`config.mk`:
```
export PLATFORM = sky130hd
export DESIGN_NAME = fp_wb_scheduler_flat
export DESIGN_NICKNAME = d
export VERILOG_FILES = /design/src/rtl/fp_wb_scheduler_if.sv /design/src/rtl/fp_wb_scheduler.sv /design/src/flat_wrapper.sv
export SDC_FILE = /design/constraint.sdc
export NUM_CORES = 1
export LEC_CHECK = 0
export CORE_MARGIN = 2
export CORE_UTILIZATION = 48
export DETAILED_ROUTE_END_ITERATION = 12
export PLACE_DENSITY = 0.88
export SLEW_MARGIN = 15
export SYNTH_ARGS = -nofsm -noshare
export SYNTH_HDL_FRONTEND = slang
export SYNTH_SLANG_ARGS = --single-unit
```
`constraint.sdc`:
```
create_clock -name clk_i -period 10.1 [get_ports clk_i]
set_clock_uncertainty 0.2 [all_clocks]
set_input_delay 2.02 -clock clk_i [delete_from_list [all_inputs] [get_ports clk_i]]
set_output_delay 2.02 -clock clk_i [all_outputs]
set_load 0.1 [all_outputs]
```
`src/rtl/fp_wb_scheduler_if.sv`:
```
// Issue and writeback handshake bundle between the FP pipeline and the write-port scheduler.
// The master modport is the pipeline side; the slave modport is the scheduler.
interface fp_wb_scheduler_if #(
    parameter int DATA_W = 32
);
    logic              issue_valid_i;
    logic              issue_ready_o;
    logic [2:0]        issue_rs_use_i;
    logic [4:0]        issue_frs1_i;
    logic [4:0]        issue_frs2_i;
    logic [4:0]        issue_frs3_i;
    logic              issue_wr_i;
    logic [4:0]        issue_frd_i;
    logic              fpu_wb_valid_i;
    logic              lsu_wb_valid_i;
    logic              mov_wb_valid_i;
    logic [4:0]        fpu_wb_frd_i;
    logic [4:0]        lsu_wb_frd_i;
    logic [4:0]        mov_wb_frd_i;
    logic [DATA_W-1:0] fpu_wb_data_i;
    logic [DATA_W-1:0] lsu_wb_data_i;
    logic [DATA_W-1:0] mov_wb_data_i;
    logic              fpu_wb_ready_o;
    logic              lsu_wb_ready_o;
    logic              mov_wb_ready_o;
    logic              fregwrite_o;
    logic [4:0]        frd_o;
    logic [DATA_W-1:0] writeback_data_o;
    logic [5:0]        pending_cnt_o;
    logic              busy_o;
    logic              wb_err_o;

    modport slave (
        input  issue_valid_i, issue_rs_use_i, issue_frs1_i, issue_frs2_i, issue_frs3_i,
               issue_wr_i, issue_frd_i,
               fpu_wb_valid_i, lsu_wb_valid_i, mov_wb_valid_i,
               fpu_wb_frd_i, lsu_wb_frd_i, mov_wb_frd_i,
               fpu_wb_data_i, lsu_wb_data_i, mov_wb_data_i,
        output issue_ready_o, fpu_wb_ready_o, lsu_wb_ready_o, mov_wb_ready_o,
               fregwrite_o, frd_o, writeback_data_o, pending_cnt_o, busy_o, wb_err_o
    );

    modport master (
        output issue_valid_i, issue_rs_use_i, issue_frs1_i, issue_frs2_i, issue_frs3_i,
               issue_wr_i, issue_frd_i,
               fpu_wb_valid_i, lsu_wb_valid_i, mov_wb_valid_i,
               fpu_wb_frd_i, lsu_wb_frd_i, mov_wb_frd_i,
               fpu_wb_data_i, lsu_wb_data_i, mov_wb_data_i,
        input  issue_ready_o, fpu_wb_ready_o, lsu_wb_ready_o, mov_wb_ready_o,
               fregwrite_o, frd_o, writeback_data_o, pending_cnt_o, busy_o, wb_err_o
    );
endinterface

```
`src/rtl/fp_wb_scheduler.sv`:
```
// FP register-file write-port scheduler: pending-write scoreboard with RAW/WAW issue
// stall, and LSU/FPU/MOV writeback arbitration onto the single registered write port.
module fp_wb_scheduler #(
    parameter int DATA_W = 32,
    parameter bit RR_EN  = 1'b1
) (
    input  logic            clk_i,
    input  logic            rst_ni,
    fp_wb_scheduler_if.slave bus
);
    localparam logic [1:0] PTR_LSU = 2'd0;
    localparam logic [1:0] PTR_FPU = 2'd1;
    localparam logic [1:0] PTR_MOV = 2'd2;

    logic [31:0]       r_pending;
    logic [5:0]        r_cnt;
    logic              r_fregwrite;
    logic [4:0]        r_frd;
    logic [DATA_W-1:0] r_data;
    logic [1:0]        r_ptr;
    logic              r_wb_err;

    logic              w_issue_ready;
    logic              w_fire;
    logic [2:0]        w_req;
    logic [2:0]        w_rot;
    logic [2:0]        w_pick;
    logic [2:0]        w_gnt;
    logic              w_any;
    logic [4:0]        w_sel_frd;
    logic [DATA_W-1:0] w_sel_data;
    logic [1:0]        w_ptr_nxt;
    logic [31:0]       w_set;
    logic [31:0]       w_clr;
    logic [31:0]       w_pending_nxt;
    logic              w_err_hit;

    function automatic logic [2:0] first_one(input logic [2:0] req);
        if (req[0]) begin
            first_one = 3'b001;
        end else if (req[1]) begin
            first_one = 3'b010;
        end else if (req[2]) begin
            first_one = 3'b100;
        end else begin
            first_one = 3'b000;
        end
    endfunction

    function automatic logic [5:0] popcount32(input logic [31:0] v);
        popcount32 = 6'd0;
        for (int i = 0; i < 32; i++) begin
            popcount32 = popcount32 + {5'd0, v[i]};
        end
    endfunction

    // Hazard check against registered pending bits only.
    always_comb begin
        w_issue_ready = 1'b1;
        if ((bus.issue_rs_use_i[0] && r_pending[bus.issue_frs1_i]) ||
            (bus.issue_rs_use_i[1] && r_pending[bus.issue_frs2_i]) ||
            (bus.issue_rs_use_i[2] && r_pending[bus.issue_frs3_i]) ||
            (bus.issue_wr_i        && r_pending[bus.issue_frd_i])) begin
            w_issue_ready = 1'b0;
        end else begin
            w_issue_ready = 1'b1;
        end
        w_fire = bus.issue_valid_i && w_issue_ready;
    end

    // Writeback arbiter; requests are rotated so the search always starts at bit 0.
    always_comb begin
        w_req  = {bus.mov_wb_valid_i, bus.fpu_wb_valid_i, bus.lsu_wb_valid_i};
        w_rot  = 3'b000;
        w_pick = 3'b000;
        w_gnt  = 3'b000;
        if (RR_EN) begin
            case (r_ptr)
                PTR_FPU: begin
                    w_rot  = {w_req[0], w_req[2], w_req[1]};
                    w_pick = first_one(w_rot);
                    w_gnt  = {w_pick[1], w_pick[0], w_pick[2]};
                end
                PTR_MOV: begin
                    w_rot  = {w_req[1], w_req[0], w_req[2]};
                    w_pick = first_one(w_rot);
                    w_gnt  = {w_pick[0], w_pick[2], w_pick[1]};
                end
                default: begin
                    w_gnt = first_one(w_req);
                end
            endcase
        end else begin
            w_gnt = first_one(w_req);
        end
        w_any = |w_gnt;
    end

    // Winner payload mux and next round-robin pointer.
    always_comb begin
        w_sel_frd  = 5'd0;
        w_sel_data = '0;
        w_ptr_nxt  = r_ptr;
        case (w_gnt)
            3'b001: begin
                w_sel_frd  = bus.lsu_wb_frd_i;
                w_sel_data = bus.lsu_wb_data_i;
                w_ptr_nxt  = PTR_FPU;
            end
            3'b010: begin
                w_sel_frd  = bus.fpu_wb_frd_i;
                w_sel_data = bus.fpu_wb_data_i;
                w_ptr_nxt  = PTR_MOV;
            end
            3'b100: begin
                w_sel_frd  = bus.mov_wb_frd_i;
                w_sel_data = bus.mov_wb_data_i;
                w_ptr_nxt  = PTR_LSU;
            end
            default: begin
                w_sel_frd  = 5'd0;
                w_sel_data = '0;
                w_ptr_nxt  = r_ptr;
            end
        endcase
    end

    // Scoreboard next state; a bit retiring this cycle no longer counts as pending for error detection.
    always_comb begin
        w_set = 32'd0;
        w_clr = 32'd0;
        if (w_fire && bus.issue_wr_i) begin
            w_set = 32'd1 << bus.issue_frd_i;
        end else begin
            w_set = 32'd0;
        end
        if (r_fregwrite) begin
            w_clr = 32'd1 << r_frd;
        end else begin
            w_clr = 32'd0;
        end
        w_pending_nxt = (r_pending & ~w_clr) | w_set;
        w_err_hit     = w_any && !(r_pending[w_sel_frd] && !w_clr[w_sel_frd]);
    end

    // State registers: scoreboard, write stage, arbiter pointer, sticky error.
    always_ff @(posedge clk_i or negedge rst_ni) begin
        if (!rst_ni) begin
            r_pending   <= 32'd0;
            r_cnt       <= 6'd0;
            r_fregwrite <= 1'b0;
            r_frd       <= 5'd0;
            r_data      <= '0;
            r_ptr       <= PTR_LSU;
            r_wb_err    <= 1'b0;
        end else begin
            r_pending   <= w_pending_nxt;
            r_cnt       <= popcount32(w_pending_nxt);
            r_fregwrite <= w_any;
            r_ptr       <= w_ptr_nxt;
            if (w_any) begin
                r_frd  <= w_sel_frd;
                r_data <= w_sel_data;
            end
            if (w_err_hit) begin
                r_wb_err <= 1'b1;
            end
        end
    end

    assign bus.issue_ready_o    = w_issue_ready;
    assign bus.lsu_wb_ready_o   = w_gnt[0];
    assign bus.fpu_wb_ready_o   = w_gnt[1];
    assign bus.mov_wb_ready_o   = w_gnt[2];
    assign bus.fregwrite_o      = r_fregwrite;
    assign bus.frd_o            = r_frd;
    assign bus.writeback_data_o = r_data;
    assign bus.pending_cnt_o    = r_cnt;
    assign bus.busy_o           = (r_cnt != 6'd0) || r_fregwrite;
    assign bus.wb_err_o         = r_wb_err;
endmodule

```
`src/flat_wrapper.sv`:
```
// flat-port wrapper written by rule: the top's interface ports become plain ports
module fp_wb_scheduler_flat 
#(
    parameter int DATA_W = 32,
    parameter bit RR_EN  = 1'b1
)
  (clk_i, rst_ni, bus_issue_valid_i, bus_issue_rs_use_i, bus_issue_frs1_i, bus_issue_frs2_i, bus_issue_frs3_i, bus_issue_wr_i, bus_issue_frd_i, bus_fpu_wb_valid_i, bus_lsu_wb_valid_i, bus_mov_wb_valid_i, bus_fpu_wb_frd_i, bus_lsu_wb_frd_i, bus_mov_wb_frd_i, bus_fpu_wb_data_i, bus_lsu_wb_data_i, bus_mov_wb_data_i, bus_issue_ready_o, bus_fpu_wb_ready_o, bus_lsu_wb_ready_o, bus_mov_wb_ready_o, bus_fregwrite_o, bus_frd_o, bus_writeback_data_o, bus_pending_cnt_o, bus_busy_o, bus_wb_err_o);
  fp_wb_scheduler_if #(.DATA_W(DATA_W)) bus_i ();
  input  logic clk_i;
  input  logic rst_ni;
  input wire logic [$bits(bus_i.issue_valid_i)-1:0] bus_issue_valid_i;
  input wire logic [$bits(bus_i.issue_rs_use_i)-1:0] bus_issue_rs_use_i;
  input wire logic [$bits(bus_i.issue_frs1_i)-1:0] bus_issue_frs1_i;
  input wire logic [$bits(bus_i.issue_frs2_i)-1:0] bus_issue_frs2_i;
  input wire logic [$bits(bus_i.issue_frs3_i)-1:0] bus_issue_frs3_i;
  input wire logic [$bits(bus_i.issue_wr_i)-1:0] bus_issue_wr_i;
  input wire logic [$bits(bus_i.issue_frd_i)-1:0] bus_issue_frd_i;
  input wire logic [$bits(bus_i.fpu_wb_valid_i)-1:0] bus_fpu_wb_valid_i;
  input wire logic [$bits(bus_i.lsu_wb_valid_i)-1:0] bus_lsu_wb_valid_i;
  input wire logic [$bits(bus_i.mov_wb_valid_i)-1:0] bus_mov_wb_valid_i;
  input wire logic [$bits(bus_i.fpu_wb_frd_i)-1:0] bus_fpu_wb_frd_i;
  input wire logic [$bits(bus_i.lsu_wb_frd_i)-1:0] bus_lsu_wb_frd_i;
  input wire logic [$bits(bus_i.mov_wb_frd_i)-1:0] bus_mov_wb_frd_i;
  input wire logic [$bits(bus_i.fpu_wb_data_i)-1:0] bus_fpu_wb_data_i;
  input wire logic [$bits(bus_i.lsu_wb_data_i)-1:0] bus_lsu_wb_data_i;
  input wire logic [$bits(bus_i.mov_wb_data_i)-1:0] bus_mov_wb_data_i;
  output wire logic [$bits(bus_i.issue_ready_o)-1:0] bus_issue_ready_o;
  output wire logic [$bits(bus_i.fpu_wb_ready_o)-1:0] bus_fpu_wb_ready_o;
  output wire logic [$bits(bus_i.lsu_wb_ready_o)-1:0] bus_lsu_wb_ready_o;
  output wire logic [$bits(bus_i.mov_wb_ready_o)-1:0] bus_mov_wb_ready_o;
  output wire logic [$bits(bus_i.fregwrite_o)-1:0] bus_fregwrite_o;
  output wire logic [$bits(bus_i.frd_o)-1:0] bus_frd_o;
  output wire logic [$bits(bus_i.writeback_data_o)-1:0] bus_writeback_data_o;
  output wire logic [$bits(bus_i.pending_cnt_o)-1:0] bus_pending_cnt_o;
  output wire logic [$bits(bus_i.busy_o)-1:0] bus_busy_o;
  output wire logic [$bits(bus_i.wb_err_o)-1:0] bus_wb_err_o;
  assign bus_i.issue_valid_i = bus_issue_valid_i;
  assign bus_i.issue_rs_use_i = bus_issue_rs_use_i;
  assign bus_i.issue_frs1_i = bus_issue_frs1_i;
  assign bus_i.issue_frs2_i = bus_issue_frs2_i;
  assign bus_i.issue_frs3_i = bus_issue_frs3_i;
  assign bus_i.issue_wr_i = bus_issue_wr_i;
  assign bus_i.issue_frd_i = bus_issue_frd_i;
  assign bus_i.fpu_wb_valid_i = bus_fpu_wb_valid_i;
  assign bus_i.lsu_wb_valid_i = bus_lsu_wb_valid_i;
  assign bus_i.mov_wb_valid_i = bus_mov_wb_valid_i;
  assign bus_i.fpu_wb_frd_i = bus_fpu_wb_frd_i;
  assign bus_i.lsu_wb_frd_i = bus_lsu_wb_frd_i;
  assign bus_i.mov_wb_frd_i = bus_mov_wb_frd_i;
  assign bus_i.fpu_wb_data_i = bus_fpu_wb_data_i;
  assign bus_i.lsu_wb_data_i = bus_lsu_wb_data_i;
  assign bus_i.mov_wb_data_i = bus_mov_wb_data_i;
  assign bus_issue_ready_o = bus_i.issue_ready_o;
  assign bus_fpu_wb_ready_o = bus_i.fpu_wb_ready_o;
  assign bus_lsu_wb_ready_o = bus_i.lsu_wb_ready_o;
  assign bus_mov_wb_ready_o = bus_i.mov_wb_ready_o;
  assign bus_fregwrite_o = bus_i.fregwrite_o;
  assign bus_frd_o = bus_i.frd_o;
  assign bus_writeback_data_o = bus_i.writeback_data_o;
  assign bus_pending_cnt_o = bus_i.pending_cnt_o;
  assign bus_busy_o = bus_i.busy_o;
  assign bus_wb_err_o = bus_i.wb_err_o;
  fp_wb_scheduler #(.DATA_W(DATA_W), .RR_EN(RR_EN)) u_core (.clk_i(clk_i), .rst_ni(rst_ni), .bus(bus_i));
endmodule
```
# After elaboration in Yosys (flattened, before gate mapping)

Index checks and enable logic that the tools add are counted.

Add/subtract/negate cells: 31
Multipliers: 0
Divide/modulo/power cells: 0
Order comparisons: 5
Eq/ne operators: 5
Shift-type cells: 2
Mux-type cells: 28
Bitwise gates (word level): 3
Reductions and logical operators: 17

Operators by type and width:

| operator               | count |
|---|---|
| $add A6 B1 Y6          | 30 |
| $pmux W32 S3           | 1 |
| $mux W32               | 2 |
| $shl A1 B5 Y32 const A | 2 |
| $and A32 B32 Y32       | 1 |
| $not A32 Y32           | 1 |
| $or A32 B32 Y32        | 1 |
| $bmux W1 S5            | 6 |
| $lt A5 B6 Y1 const B   | 5 |
| $mux W3                | 9 |
| $pmux W5 S3            | 1 |
| $logic_and A1 B1 Y1    | 8 |
| $mux W1                | 7 |
| $pmux W2 S3            | 1 |
| $pmux W3 S2            | 1 |
| $reduce_bool A6 Y1     | 1 |
| $logic_or A1 B1 Y1     | 4 |
| $eq A3 B1 Y1 const B   | 1 |
| $eq A3 B2 Y1 const B   | 1 |
| $eq A3 B3 Y1 const B   | 1 |
| $reduce_bool A3 Y1     | 1 |
| $reduce_or A3 Y1       | 1 |
| $add A1 B1 Y2          | 1 |
| $eq A2 B1 Y1 const B   | 1 |
| 2 further kinds        | 3 |

Register bits: 79
Latch bits: 0
Memory bits (writable): 0
Bits in read-only memories: 0
Output and inout port bits: 50
Memories: 0

# Depth between registers and ports, before layout

Word-level depth: 42
Depth in mapped cells: 26
Mapped depth without buffers: 24

# Worst setup path after synthesis

OpenSTA, ideal clock, no wires.

Path kind: input-to-reg
Start point: input bus_issue_frs3_i[1]
End point: register u_core.r_cnt[4], in the netlist u_core.bus.pending_cnt_o[4]
Library setup time: 0.080 ns
Arrival time: 10.151 ns
Data required time: 9.820 ns
Path slack: -0.331 ns
Cell stages on the path: 25
Buffers on the path: 2
Cell sequence: clkbuf_1 mux4_2 mux4_2 mux2_2 a22oi_1 nand2_1 a21oi_1 and3_1 nand2_1 clkbuf_1 o21a_1 fa_1 fa_1 fa_1 inv_1 fa_1 fa_1 fa_1 fa_1 inv_1 fa_1 inv_1 a21o_1 a21oi_1 xnor2_1

Cells in the longest elaborated chain, start to end: 41

Ends and longest elaborated chain:

| what                            | line                   | source |
|---|---|---|
| start: declaration              | flat_wrapper.sv:15     | `input wire logic [$bits(bus_i.issue_frs3_i)-1:0] bus_issue_frs3_i;` |
| $bmux W1 S5 *                   | fp_wb_scheduler.sv:62  | `(bus.issue_rs_use_i[2] && r_pending[bus.issue_frs3_i]) \|\|` |
| $mux W1 (implied by the code) * | fp_wb_scheduler.sv:62  |  |
| $logic_and A1 B1 Y1 *           | fp_wb_scheduler.sv:62  |  |
| $logic_or A1 B1 Y1 *            | fp_wb_scheduler.sv:61  | `(bus.issue_rs_use_i[1] && r_pending[bus.issue_frs2_i]) \|\|` |
| $logic_or A1 B1 Y1 *            | fp_wb_scheduler.sv:62  |  |
| $mux W1 *                       | fp_wb_scheduler.sv:60  | `if ((bus.issue_rs_use_i[0] && r_pending[bus.issue_frs1_i]) \|\|` |
| via bus_issue_ready_o           | flat_wrapper.sv:27     | `output wire logic [$bits(bus_i.issue_ready_o)-1:0] bus_issue_ready_o;` |
| $logic_and A1 B1 Y1 *           | fp_wb_scheduler.sv:68  | `w_fire = bus.issue_valid_i && w_issue_ready;` |
| $logic_and A1 B1 Y1 *           | fp_wb_scheduler.sv:132 | `if (w_fire && bus.issue_wr_i) begin` |
| $mux W32 *                      | fp_wb_scheduler.sv:132 |  |
| $or A32 B32 Y32 *               | fp_wb_scheduler.sv:142 | `w_pending_nxt = (r_pending & ~w_clr) \| w_set;` |
| $add A1 B1 Y2                   | fp_wb_scheduler.sv:53  | `popcount32 = popcount32 + {5'd0, v[i]};` |
| $add A6 B1 Y6 (29 in series)    | fp_wb_scheduler.sv:53  |  |
| $add A6 B1 Y6 *                 | fp_wb_scheduler.sv:53  |  |
| end signal: assignment          | fp_wb_scheduler.sv:158 | `r_cnt <= popcount32(w_pending_nxt);` |
| end: declaration                | fp_wb_scheduler.sv:16  | `logic [5:0] r_cnt;` |

Mark *: on every way through the listed nets, which the timed path passes. The rest lies on a longest branch. The select of a mux whose other input is x is not followed.
A chain may end at the register's enable or synchronous reset.

# Worst setup path after layout

Start point: input bus_issue_frs1_i[0]
End point: register u_core.r_cnt[4], in the netlist u_core.bus.pending_cnt_o[4]

Cells in the longest elaborated chain, start to end: 42

Ends and longest elaborated chain:

| what                          | line                   | source |
|---|---|---|
| start: declaration            | flat_wrapper.sv:13     | `input wire logic [$bits(bus_i.issue_frs1_i)-1:0] bus_issue_frs1_i;` |
| $bmux W1 S5                   | fp_wb_scheduler.sv:60  |  |
| $mux W1 (implied by the code) | fp_wb_scheduler.sv:60  |  |
| $logic_and A1 B1 Y1           | fp_wb_scheduler.sv:60  |  |
| $logic_or A1 B1 Y1            | fp_wb_scheduler.sv:60  |  |
| $logic_or A1 B1 Y1            | fp_wb_scheduler.sv:61  |  |
| $logic_or A1 B1 Y1            | fp_wb_scheduler.sv:62  |  |
| $mux W1                       | fp_wb_scheduler.sv:60  |  |
| $logic_and A1 B1 Y1           | fp_wb_scheduler.sv:68  |  |
| $logic_and A1 B1 Y1           | fp_wb_scheduler.sv:132 |  |
| $mux W32                      | fp_wb_scheduler.sv:132 |  |
| $or A32 B32 Y32               | fp_wb_scheduler.sv:142 |  |
| via u_core.w_pending_nxt[0]   | fp_wb_scheduler.sv:35  | `logic [31:0] w_pending_nxt;` |
| $add A1 B1 Y2                 | fp_wb_scheduler.sv:53  |  |
| $add A6 B1 Y6 (30 in series)  | fp_wb_scheduler.sv:53  |  |

The timed path passes the listed nets, and every way through them passes these cells. The select of a mux whose other input is x is not followed.

==> flow_metrics.tcl <==
set metrics [dict create \
    status "completed" \
    die_area_um2 13300 \
    wire_per_inst_um 22.9 \
    mostFrequentLayoutCell "clkdlybuf4s50_1" \
    synth_edf_count 0 \
    die_w_um 115 \
    final-hold-violation-count 0 \
    wl_met3_mm 1.96 \
    portBuffers 190 \
    post_cts_buffers 0 \
    finalSetupViolCount 0 \
    syn-num-nets 754 \
    top_level_ports 191 \
    syn_area_per_cell_um2 10.3 \
    path_common_cell "fa_1" \
    initial_core_util_pct 49.3 \
    cts_hold_buffers 0 \
    max-cap-violations 0 \
    ys.flop_type "dfrtp_1" \
    syn_inst 579 \
    core_um2 12100 \
    hpwl_mm 15.6 \
    fin_crit_sh_pct 96.4 \
    track_usage_pct 32.5 \
    cp_cell_sequence "clkdlybuf4s50_1 > mux4_2 > mux4_2 > mux2_2 > a22oi_1 > nand2_1 > a2111o_1 > or2_1 > o21ai_0 > ha_1 > fa_1 > fa_1 > fa_1 > fa_1 > fa_1 > fa_1 > fa_1 > inv_1 > fa_1 > inv_1 > a21o_1 > a21oi_1 > xnor2_1" \
    slowest_stage "clkdlybuf4s50_1" \
    drtPass1Iterations 5 \
    grt-ovfl-total 0 \
    max_stage_delay_ns 0.80 \
    topRoutingLayerUsed "met4" \
    vias 5783 \
    path_clk_slew_ns 0.06 \
    drc_errors 0 \
    yosys_warnings 0 \
    wl_mm 21.1 \
    crit_path_end_kind "flop" \
    crit_arrival_ns 9.79 \
    crit_buf_inv 3 \
    root_buffer "clkbuf_16" \
    yosys_register_bits 79 \
    grt_pass1_wl_mm 32.4 \
    route.layer.met1.wl_mm 7.94 \
    antenna_found_initial 0 \
    cts_made_buffers 9 \
    finalCriticalPeriod_ns 9.74 \
    clock_path_buffers 2 \
    final_cell_mix "189 x clkdlybuf4s50_1, 79 x dfrtp_1, 66 x a22oi_1, 64 x o21ai_0, 63 x nand2_1" \
    required_ns 10.16 \
    cts_tree "yes" \
    nFillCells 909 \
    nNetsFinal 924 \
    drive_gt1_share_pct 11.0 \
    hold_class "flop to flop" \
    dieHeight_um 115 \
    tightest_slew_ns 1.10 \
    diodes 0 \
    crit_family "adder cells" \
    slew-limit-headroom_pct 26.4 \
    async_flop_share_pct 100 \
    vias_per_cell 6.27 \
    tns_ns 0 \
    fp-row-count 40 \
    wl_met2_mm 10.3 \
    clk_latency_ns 0.35 \
    ys_seq_area_share_pct 33.3 \
    slew_violations 0 \
    worstSetupPathType "primary input to flop" \
    ant_nets 0 \
    cts_max_level 3 \
    grt_max_degree 80 \
    first_global_vias 5990 \
    gp_congestion 0.976 \
    rsz0062_at_grt "false" \
    area_growth_pct 40.2 \
    dr.first_iter.drc_count 515 \
    syn-cell-area_um2 5940 \
    whs_ns 0.317 \
    start_kind "primary input" \
    critical_path.max_fanout 8 \
    synth.distinct_cells 53 \
    fmax_ghz 0.103 \
    cts_resized 0 \
    clock_sinks 79 \
]
flip-flops by register name, summed over array words and instances (netlist names):
register	cells
u_core.bus.writeback_data_o	32
u_core.r_pending	32
u_core.bus.pending_cnt_o	6
u_core.bus.frd_o	5
u_core.r_ptr	2
u_core.bus.fregwrite_o	1
u_core.bus.wb_err_o	1
final timing paths:
| kind | endpoint | slack, ns | cells after the start | startpoint |
|---|---|---|---|---|
| max in group asynchronous | u_core.r_pending[30]$_DFF_PN0_ | 7.36 | 1 | rst_ni |
| worst min register to register | u_core.bus.writeback_data_o[1]$_DFFE_PN0P_ | 0.32 | 2 | u_core.bus.writeback_data_o[1]$_DFFE_PN0P_ |
| worst max-delay path | u_core.bus.pending_cnt_o[4]$_DFF_PN0_ | 0.36 | 23 | bus_issue_frs1_i[0] |
| worst min-delay path | u_core.bus.writeback_data_o[1]$_DFFE_PN0P_ | 0.32 | 2 | u_core.bus.writeback_data_o[1]$_DFFE_PN0P_ |
| min in group asynchronous | u_core.r_pending[24]$_DFF_PN0_ | 1.64 | 1 | rst_ni |
| worst max register to register | u_core.bus.pending_cnt_o[4]$_DFF_PN0_ | 2.38 | 22 | u_core.r_pending[3]$_DFF_PN0_ |
area by class of cell:
cell class / instances / area (um2) / share of cell area [%]
Clock inverter: 7 / 120 / 1.44
Inverter: 41 / 154 / 1.85
Tap cell: 168 / 210 / 2.52
Multi-Input combinational cell: 421 / 3690 / 44.3
Clock buffer: 9 / 225 / 2.70
Timing Repair Buffer: 197 / 1950 / 23.4
Sequential cell: 79 / 1980 / 23.7
stage by stage:
stage | cell area (um2) | setup WS [ns] | utilization [%] | std cells
global route | 8330 | 0.0313 | 69.1 | 922
CTS | 8330 | 0.343 | 69.1 | 922
finish | 8330 | 0.360 | 69.1 | 922
global placement | 7990 | 0.314 | 66.2 | 906
floorplan | 5950 | 0.352 | - | 579
detailed placement | 7990 | -0.0105 | 66.2 | 906
cell usage after synthesis, types with 2 or more instances:
master    instances  area [um2]
dfrtp_1          79        1980
a22oi_1          66         495
o21ai_0          64         320
nand2_1          63         236
inv_1            40         150
mux4_2           40         901
clkbuf_1         26        97.6
fa_1             24         480
o21a_1           16         120
nor2b_1          14        87.6
mux2i_1          12         120
nor2_1           12        45.0
ha_1             10         125
mux2_2            9         101
a21oi_1           7        35.0
buf_2             7        35.0
nand2b_1          7        43.8
nand3_1           7        35.0
nor3_1            6        30.0
buf_1             5        18.8
nand3b_1          5        37.5
xnor2_1           5        43.8
a21boi_0          4        30.0
a211o_1           3        26.3
a211oi_1          3        22.5
a21o_1            3        22.5
nor3b_1           3        22.5
o21ai_1           3        15.0
or2_2             3        18.8
or3_1             3        18.8
a222oi_1          2        20.0
a31oi_1           2        12.5
and3_1            2        12.5
nand4_1           2        12.5
o211ai_1          2        15.0
o22ai_1           2        12.5
or2_1             2        12.5
cells by family (layout without fill, tap and decap cells):
kind of cell / count (synthesis) / after routing / share of synthesized area (%)
xor gates and xnor gates: 6 / 6 / 0.884
buffers and inverters: 79 / 254 / 5.14
and+or+nand+nor: 135 / 135 / 11.1
adders and majority gates: 34 / 34 / 10.2
muxes: 61 / 61 / 18.9
AOI/OAI and AO/OA: 185 / 185 / 20.5
DFF: 79 / 79 / 33.3
worst register-to-register path, delay by kind of cell, from the launching register on:
family,cells,cell delay [ns]
AOI/OAI and AO/OA,5,1.19
xor gates and xnor gates,1,0.15
and+or+nand+nor,2,0.45
adders and majority gates,9,3.72
DFF,1,0.51
muxes,3,1.28
buffers and inverters,2,0.14
per-layer routing:
metal / vias up / GRT usage, %
met4: 0 / 13.7
met2: 344 / 53.2
met3: 85 / 7.64
li1: 2496 / -
met1: 2858 / 41.6
met5: - / 0
Power is left out: the tool's default activity adds up to more than one toggle a clock period on the data nets, which glitch-free logic cannot reach.
